[config.mk]
export PLATFORM = sky130hd
export DESIGN_NAME = esfa_bench_sequencer
export DESIGN_NICKNAME = d
export VERILOG_FILES = /design/src/rtl/esfa_bench_sequencer.sv
export SDC_FILE = /design/constraint.sdc
export NUM_CORES = 1
export LEC_CHECK = 0
export ABC_CLOCK_PERIOD_IN_PS = 3790
export CAP_MARGIN = 20
export CELL_PAD_IN_SITES_DETAIL_PLACEMENT = 0
export CELL_PAD_IN_SITES_GLOBAL_PLACEMENT = 1
export CORE_MARGIN = 2
export CORE_UTILIZATION = 45
export CTS_BUF_LIST = sky130_fd_sc_hd__clkbuf_8
export CTS_CLUSTER_DIAMETER = 60
export DETAILED_ROUTE_END_ITERATION = 16
export DONT_BUFFER_PORTS = 1
export PLACE_DENSITY_LB_ADDON = 0.1
export SYNTH_ARGS = -nofsm -noshare
export SYNTH_HDL_FRONTEND = slang
export SYNTH_SLANG_ARGS = --single-unit
export TNS_END_PERCENT = 20
[constraint.sdc]
create_clock -name i_clk -period 3.79 [get_ports i_clk]
set_clock_uncertainty 0.2 [all_clocks]
set_input_delay 0.379 -clock i_clk [delete_from_list [all_inputs] [get_ports i_clk]]
set_output_delay 0.379 -clock i_clk [all_outputs]
set_load 0.02 [all_outputs]
[src/rtl/esfa_bench_sequencer.sv]
// Benchmark sequencer for ESFATop: issues back-to-back doRun handshakes,
// enforces start/run timeouts and accumulates result and cycle statistics.
module esfa_bench_sequencer #(
    parameter int CNT_W         = 16,
    parameter int CYC_W         = 32,
    parameter int START_TIMEOUT = 64,
    parameter int RUN_TIMEOUT   = 1000000,
    parameter int GAP_CYCLES    = 4
) (
    input  logic             i_clk,
    input  logic             i_reset,
    input  logic             i_start,
    input  logic             i_abort,
    input  logic [CNT_W-1:0] i_num_runs,
    output logic             o_do_run,
    input  logic             i_dut_is_running,
    input  logic             i_dut_was_successful,
    output logic             o_busy,
    output logic             o_done,
    output logic             o_aborted,
    output logic [CNT_W-1:0] o_pass_count,
    output logic [CNT_W-1:0] o_fail_count,
    output logic [CNT_W-1:0] o_timeout_count,
    output logic [CYC_W-1:0] o_last_cycles,
    output logic [CYC_W-1:0] o_max_cycles,
    output logic [CYC_W-1:0] o_total_cycles
);

    localparam int TMO_MAX =
        (RUN_TIMEOUT > START_TIMEOUT) ? RUN_TIMEOUT : START_TIMEOUT;
    localparam int TMO_W = $clog2(TMO_MAX + 1);
    localparam int GAP_W = $clog2(GAP_CYCLES + 1) + 1;

    localparam logic [TMO_W-1:0] START_LIM = TMO_W'(START_TIMEOUT - 1);
    localparam logic [TMO_W-1:0] RUN_LIM   = TMO_W'(RUN_TIMEOUT - 1);
    localparam logic [TMO_W-1:0] TMO_ONE   = TMO_W'(1);
    localparam logic [GAP_W-1:0] GAP_LIM   =
        (GAP_CYCLES > 0) ? GAP_W'(GAP_CYCLES - 1) : '0;
    localparam logic [GAP_W-1:0] GAP_ONE   = GAP_W'(1);
    localparam logic [CNT_W-1:0] CNT_ONE   = CNT_W'(1);
    localparam logic [CYC_W-1:0] CYC_ONE   = CYC_W'(1);

    typedef enum logic [2:0] {
        S_IDLE,
        S_LAUNCH,
        S_WAIT_START,
        S_WAIT_DONE,
        S_RECORD,
        S_GAP,
        S_DONE
    } state_t;

    state_t           r_state;
    logic             r_do_run;
    logic             r_busy;
    logic             r_done;
    logic             r_aborted;
    logic [CNT_W-1:0] r_pass;
    logic [CNT_W-1:0] r_fail;
    logic [CNT_W-1:0] r_tmo_cnt;
    logic [CYC_W-1:0] r_last;
    logic [CYC_W-1:0] r_max;
    logic [CYC_W-1:0] r_total;
    logic [CNT_W-1:0] r_remaining;
    logic [CYC_W-1:0] r_cyc;
    logic [TMO_W-1:0] r_tmo;
    logic [GAP_W-1:0] r_gap;
    logic             r_tmo_hit;
    logic             r_success;

    logic [CYC_W:0]   w_total_sum;
    logic [CYC_W-1:0] w_cyc_inc;
    logic             w_abortable;
    logic             w_gap_met;

    function automatic logic [CNT_W-1:0] f_sat_inc(
        input logic [CNT_W-1:0] v
    );
        return (v == '1) ? v : v + CNT_ONE;
    endfunction

    assign w_total_sum = {1'b0, r_total} + {1'b0, r_cyc};
    assign w_cyc_inc   = (r_cyc == '1) ? r_cyc : r_cyc + CYC_ONE;
    assign w_gap_met   = (r_gap >= GAP_LIM) && !i_dut_is_running;

    // GAP handles its own abort so a held abort cannot restart the gap count
    assign w_abortable = i_abort &&
                         (r_state == S_LAUNCH ||
                          r_state == S_WAIT_START ||
                          r_state == S_WAIT_DONE);

    always_ff @(posedge i_clk) begin
        if (i_reset) begin
            r_state     <= S_IDLE;
            r_do_run    <= 1'b0;
            r_busy      <= 1'b0;
            r_done      <= 1'b0;
            r_aborted   <= 1'b0;
            r_pass      <= '0;
            r_fail      <= '0;
            r_tmo_cnt   <= '0;
            r_last      <= '0;
            r_max       <= '0;
            r_total     <= '0;
            r_remaining <= '0;
            r_cyc       <= '0;
            r_tmo       <= '0;
            r_gap       <= '0;
            r_tmo_hit   <= 1'b0;
            r_success   <= 1'b0;
        end else begin
            r_done <= 1'b0;
            if (w_abortable) begin
                r_state     <= S_GAP;
                r_do_run    <= 1'b0;
                r_aborted   <= 1'b1;
                r_remaining <= '0;
                r_gap       <= '0;
            end else begin
                unique case (r_state)
                    S_IDLE: begin
                        if (i_start) begin
                            r_remaining <= i_num_runs;
                            r_pass      <= '0;
                            r_fail      <= '0;
                            r_tmo_cnt   <= '0;
                            r_last      <= '0;
                            r_max       <= '0;
                            r_total     <= '0;
                            r_aborted   <= 1'b0;
                            r_busy      <= 1'b1;
                            if (i_num_runs == '0) begin
                                r_state <= S_DONE;
                                r_done  <= 1'b1;
                            end else begin
                                r_state  <= S_LAUNCH;
                                r_do_run <= 1'b1;
                            end
                        end
                    end
                    S_LAUNCH: begin
                        r_cyc     <= CYC_ONE;
                        r_tmo     <= '0;
                        r_tmo_hit <= 1'b0;
                        r_success <= 1'b0;
                        r_state   <= S_WAIT_START;
                    end
                    S_WAIT_START: begin
                        r_cyc <= w_cyc_inc;
                        if (i_dut_is_running) begin
                            r_state <= S_WAIT_DONE;
                            r_tmo   <= '0;
                        end else if (r_tmo == START_LIM) begin
                            r_tmo_hit <= 1'b1;
                            r_do_run  <= 1'b0;
                            r_state   <= S_RECORD;
                        end else begin
                            r_tmo <= r_tmo + TMO_ONE;
                        end
                    end
                    S_WAIT_DONE: begin
                        r_cyc <= w_cyc_inc;
                        if (!i_dut_is_running) begin
                            r_success <= i_dut_was_successful;
                            r_do_run  <= 1'b0;
                            r_state   <= S_RECORD;
                        end else if (r_tmo == RUN_LIM) begin
                            r_tmo_hit <= 1'b1;
                            r_do_run  <= 1'b0;
                            r_state   <= S_RECORD;
                        end else begin
                            r_tmo <= r_tmo + TMO_ONE;
                        end
                    end
                    S_RECORD: begin
                        r_last <= r_cyc;
                        if (r_cyc > r_max) begin
                            r_max <= r_cyc;
                        end
                        r_total <= w_total_sum[CYC_W] ?
                                   '1 : w_total_sum[CYC_W-1:0];
                        if (r_tmo_hit) begin
                            r_tmo_cnt <= f_sat_inc(r_tmo_cnt);
                        end else if (r_success) begin
                            r_pass <= f_sat_inc(r_pass);
                        end else begin
                            r_fail <= f_sat_inc(r_fail);
                        end
                        if (r_remaining != '0) begin
                            r_remaining <= r_remaining - CNT_ONE;
                        end
                        r_gap   <= '0;
                        r_state <= S_GAP;
                    end
                    S_GAP: begin
                        if (i_abort) begin
                            r_aborted   <= 1'b1;
                            r_remaining <= '0;
                        end
                        if (w_gap_met) begin
                            if (!i_abort && r_remaining != '0) begin
                                r_state  <= S_LAUNCH;
                                r_do_run <= 1'b1;
                            end else begin
                                r_state <= S_DONE;
                                r_done  <= 1'b1;
                            end
                        end else if (r_gap < GAP_LIM) begin
                            r_gap <= r_gap + GAP_ONE;
                        end
                    end
                    S_DONE: begin
                        r_busy  <= 1'b0;
                        r_state <= S_IDLE;
                    end
                    default: begin
                        r_do_run <= 1'b0;
                        r_busy   <= 1'b0;
                        r_state  <= S_IDLE;
                    end
                endcase
            end
        end
    end

    assign o_do_run        = r_do_run;
    assign o_busy          = r_busy;
    assign o_done          = r_done;
    assign o_aborted       = r_aborted;
    assign o_pass_count    = r_pass;
    assign o_fail_count    = r_fail;
    assign o_timeout_count = r_tmo_cnt;
    assign o_last_cycles   = r_last;
    assign o_max_cycles    = r_max;
    assign o_total_cycles  = r_total;

endmodule

After elaboration in Yosys (flattened, before gate mapping)
Cells that the tools add are included.
W data, S select, Z words.
Storage, ports and cells
  bits in registers: 225
  input bits: 22
  logic and storage cells: 181
  output and inout port bits: 148
Cells by class
  mux-type cells: 69
  bitwise logic cells: 3
  $lt $le $gt $ge: 3
  reductions and logical operators: 37
  equality and inequality tests: 43
  $add $sub $neg: 8
Operators with widths (count)
  $pmux W32 S2: 4
  $mux W16: 12
  $mux W32: 4
  $pmux W16 S2: 3
  $mux W20: 4
  $pmux W20 S3: 1
  $add A16 B1 Y16 const B: 3
  $eq A16 B16 Y1 const B: 3
  $pmux W16 S3: 1
  $ne A2 B2 Y1 const B: 21
  $add A32 B32 Y33: 1
  $add A32 B1 Y32 const B: 1
  $eq A32 B32 Y1 const B: 1
  $gt A32 B32 Y1: 1
  $mux W3: 9
  $mux W1: 21
  $add A20 B1 Y20 const B: 1
  $eq A20 B20 Y1 const B: 1
  $eq A20 B6 Y1 const B: 1
  $pmux W3 S6: 1
  $reduce_and A3 Y1: 6
  $reduce_and A6 Y1: 3
  $logic_not A16 Y1: 1
  $reduce_and A4 Y1: 4
  29 further kinds: 55

Longest topological paths before layout
  depth in word-level cells: 6
  depth in mapped cells: 12
  gate-level depth less buffers: 10

Worst setup path before layout
No wires, ideal clock.
  kind: flip-flop to flip-flop
  start: register r_total[0], in the netlist o_total_cycles[0]
  end: register r_total[15], in the netlist o_total_cycles[15]
  data arrival time: 2.742 ns
  cell stages (with the launch flop): 13
  path slack: 0.734 ns
  cells stage by stage: dfxtp_1 ha_1 fa_1 a211oi_1 o21a_1 a21boi_0 o31ai_2 o21a_1 o21ba_2 clkbuf_2 buf_4 a21oi_1 a21o_1
Between the ends
  word-level cells in the longest chain between the ends: 3
Ends and longest elaborated chain
  start, declared: line 63  | logic [CYC_W-1:0] r_total;
  start signal, assigned: line 180  | r_total <= w_total_sum[CYC_W] ?
  $add A32 B32 Y33: line 82  | assign w_total_sum = {1'b0, r_total} + {1'b0, r_cyc};
  $mux W32: line 180
  $pmux W32 S2: line 120  | unique case (r_state)
No other way between the ends.
A chain may end at the register's enable or synchronous reset.

Worst setup path after layout
  start: register r_cyc[0]
  end: register r_total[16], in the netlist o_total_cycles[16]
Between the ends
  word-level cells in the longest chain between the ends: 3
Ends and longest elaborated chain
  start, declared: line 65  | logic [CYC_W-1:0] r_cyc;
  start signal, assigned: line 149  | r_cyc <= w_cyc_inc;
  start signal, assigned: line 162  | r_cyc <= w_cyc_inc;
  $add A32 B32 Y33: line 82
  $mux W32: line 180
  $pmux W32 S2: line 120
No other way between the ends.

==> impl_metrics.toml <==
[synth]
syn_avg_cell_area_um2 = 8.20
ys_top_cells_by_area = "dfxtp_1 (37%), ha_1 (7.4%), nor2_1 (6.5%)"
synth_nets = 1577
synth_common_cells = "dfxtp_1 (225), nor2_1 (211), nand2_1 (101)"
ys_warn_count = 0
ys_types = 69
synth_seq_cells = 225
synth_flop_cell = "dfxtp_1"
seq_area_frac_synth_pct = 37.0
synth_top_area_cell = "dfxtp_1"
yosysMostFrequentCell = "dfxtp_1"
synth_top_area_share_pct = 37.0
syn_inst = 1482
synth_area_um2 = 12200
synth_edf_count = 0
async_flop_share_pct = 0

[run_status]
status = "complete, no violations"

[min_path]
min_to = "o_last_cycles[29]"
whs_path_depth = 2
min_path_type = "in2reg"
hold_start = "i_reset"

[global_routing]
antenna_found_initial = 0
grt-ovfl-total = 0
grt_pass1_vias = 10057
grt_pass1_wl_um = 55300
grt_max_degree = 84
track_usage_pct = 24.2

[critical_path]
end_kind = "flip-flop"
r2r-end = "o_total_cycles[16]"
r2r-start = "r_cyc[0]"
path_class = "reg2reg"
slowest_delay_ns = 0.45
ff2ff_path_depth = 10
cp.arrival_ns = 3.63
worstPathRequired_ns = 4.03
startpoint_type = "flip-flop"
path_cells = "ha_1, fa_1, a211oi_1, o21a_1, a21boi_0, o31ai_2, o21a_1, o21ba_2, a21oi_1, a21o_1"
worstPathMaxFanout = 16
r2r_setup_slack_ns = 0.40
path_common_cell = "o21a_1"
crit_path_top_delay_cell = "o21ba_2"

[routing]
num_vias = 10801
drt_iter0_drc = 605
wl_um = 35400
wl_per_cell_um = 18.7
drc = 0
via_per_inst = 5.72
drtAntennaViolNets = 0
drt-pass1-iter-count = 5

[timing]
period_minus_slack_ns = 3.39
slew_viol_final = 0
slew_headroom_pct = 33.3
timing.final.crit_share_pct = 89.4
finalSetupViolCount = 0
finalHoldViolCount = 0
grt_setup_unrepaired = "false"
whs_ns = 0.0119
worst_pin_slew_ns = 0.998
fin_tns_setup_ns = 0
max_freq_mhz = 295

[final_layout]
fin_util_pct = 51.5
nets = 1616
final_layout_size_suffix_gt1_share_pct = 8.40
fin_cells = 1889
syn_to_final_growth_pct = 13.2
diodes = 0

[floorplan]
io-pin-count = 170
fp-row-count = 60
initial_core_util_pct = 45.5
die_h_um = 168
die_area_um2 = 28300
coreArea_um2 = 26700
die_w_um = 168

[job]
drv_cap = 0

[clock_network]
cts_buffers = 43
clk_latency_ns = 0.55
postCtsSetupRepairBufs = 0
cts-root-buf = "clkbuf_8"
htree_levels = 2
post_cts_resize_count = 0
cts_tree = "done"
clockBufferDepth = 3
cts.clk_slew.worst_paths_ns = 0.06
clkSinkCount = 225

[pwr]
max-vdd-ir-drop_v = 0.000385
p_leak_uw = 0.00560
power_density_nw_per_um2 = 510

[placement]
gp_congestion = 0.865
dp_cells = 1793
place_hpwl_um = 24700
io_buffers = 0
[kinds of logic after synthesis]
| group | Yosys count | share of synthesized area (%) |
|---|---|---|
| adders and majority gates | 73 | 7.57 |
| AOI/OAI and AO/OA | 344 | 18.8 |
| muxes | 10 | 0.823 |
| and+or+nand+nor | 585 | 23.3 |
| xor gates and xnor gates | 112 | 8.07 |
| DFF | 225 | 37.0 |
| buffers and inverters | 133 | 4.38 |
[how the worst max path moves through the flow]
stage | start | to | depth (start not counted)
global placement | r_cyc[0] | o_total_cycles[26] | 10
global route | r_cyc[0] | o_total_cycles[26] | 10
floorplan | o_total_cycles[0] | o_total_cycles[15] | 12
finish | r_cyc[0] | o_total_cycles[16] | 10
CTS | r_cyc[0] | o_total_cycles[26] | 10
detailed placement | r_cyc[0] | o_total_cycles[26] | 10
[layout make-up]
class                           count  area, µm²
Fill cell                        2625      13000
Multi-Input combinational cell   1124       7160
Sequential cell                   225       4500
Clock buffer                       53        729
Timing Repair Buffer               74        631
Tap cell                          341        427
Inverter                           53        199
Clock inverter                     19        108
[per-layer routing]
metal	vias to the layer above	GRT usage, %	routed length [µm]
li1	5399	-	-
met1	5076	30.4	15400
met2	260	40.9	16600
met3	66	5.67	2350
met4	0	7.80	972
met5	-	0	0
[power breakdown]
group          switching (µW)  total, µW  internal, µW  leakage, µW
combinational            1390       2030           639      0.00329
sequential                153       2640          2490      0.00182
clock                    1040       2350          1320     0.000489
total                    2580       7020          4440      0.00560
[critical path, delay by kind of cell (launching register included)]
| kind | cells | cell delay [ns] |
|---|---|---|
| compound gates | 8 | 2.07 |
| fa+ha+maj | 2 | 0.65 |
| flops | 1 | 0.36 |
[what timing repair did]
| item | CTS | global route |
|---|---|---|
| hold endpoints to repair | 103 | 0 |
| setup endpoints to repair | 0 | 0 |
| hold buffers | 23 | 0 |
[through the flow]
| stage | cell area, µm² | power, µW | worst slack [ns] |
|---|---|---|---|
| floorplan | 12200 | 4110 | 0.734 |
| global placement | 12700 | 4630 | 0.509 |
| detailed placement | 12700 | 4650 | 0.405 |
| CTS | 13800 | 7090 | 0.369 |
| global route | 13800 | 7450 | 0.153 |
| finish | 13800 | 7020 | 0.403 |
[flip-flops by register name, summed over array words and instances, names as in the netlist]
signal,cells
r_state,3
o_fail_count,16
o_do_run,1
r_cyc,32
o_last_cycles,32
o_total_cycles,32
o_aborted,1
o_timeout_count,16
o_max_cycles,32
r_tmo_hit,1
r_tmo,20
r_gap,4
o_done,1
r_success,1
o_busy,1
o_pass_count,16
r_remaining,16
[layout by cell type, fill, tap and decap left out, types with 22 or more instances in the layout]
master         netlist  final
nor2_1             211    209
a21o_1              47     47
buf_4                1     51
nand4_1             48     48
a21oi_1             82     82
nand3_1             84     84
dlygate4sd3_1        0     22
inv_1               53     68
a22oi_1             46     46
dfxtp_1            225    225
xor2_1              76     76
clkbuf_8             0     53
o31ai_1             35     35
ha_1                72     72
o21ai_0             59     58
xnor2_1             36     36
and3_1              23     23
nor4_1              22     22
nand2_1            101    101
Power figures use the tool's default switching activity.
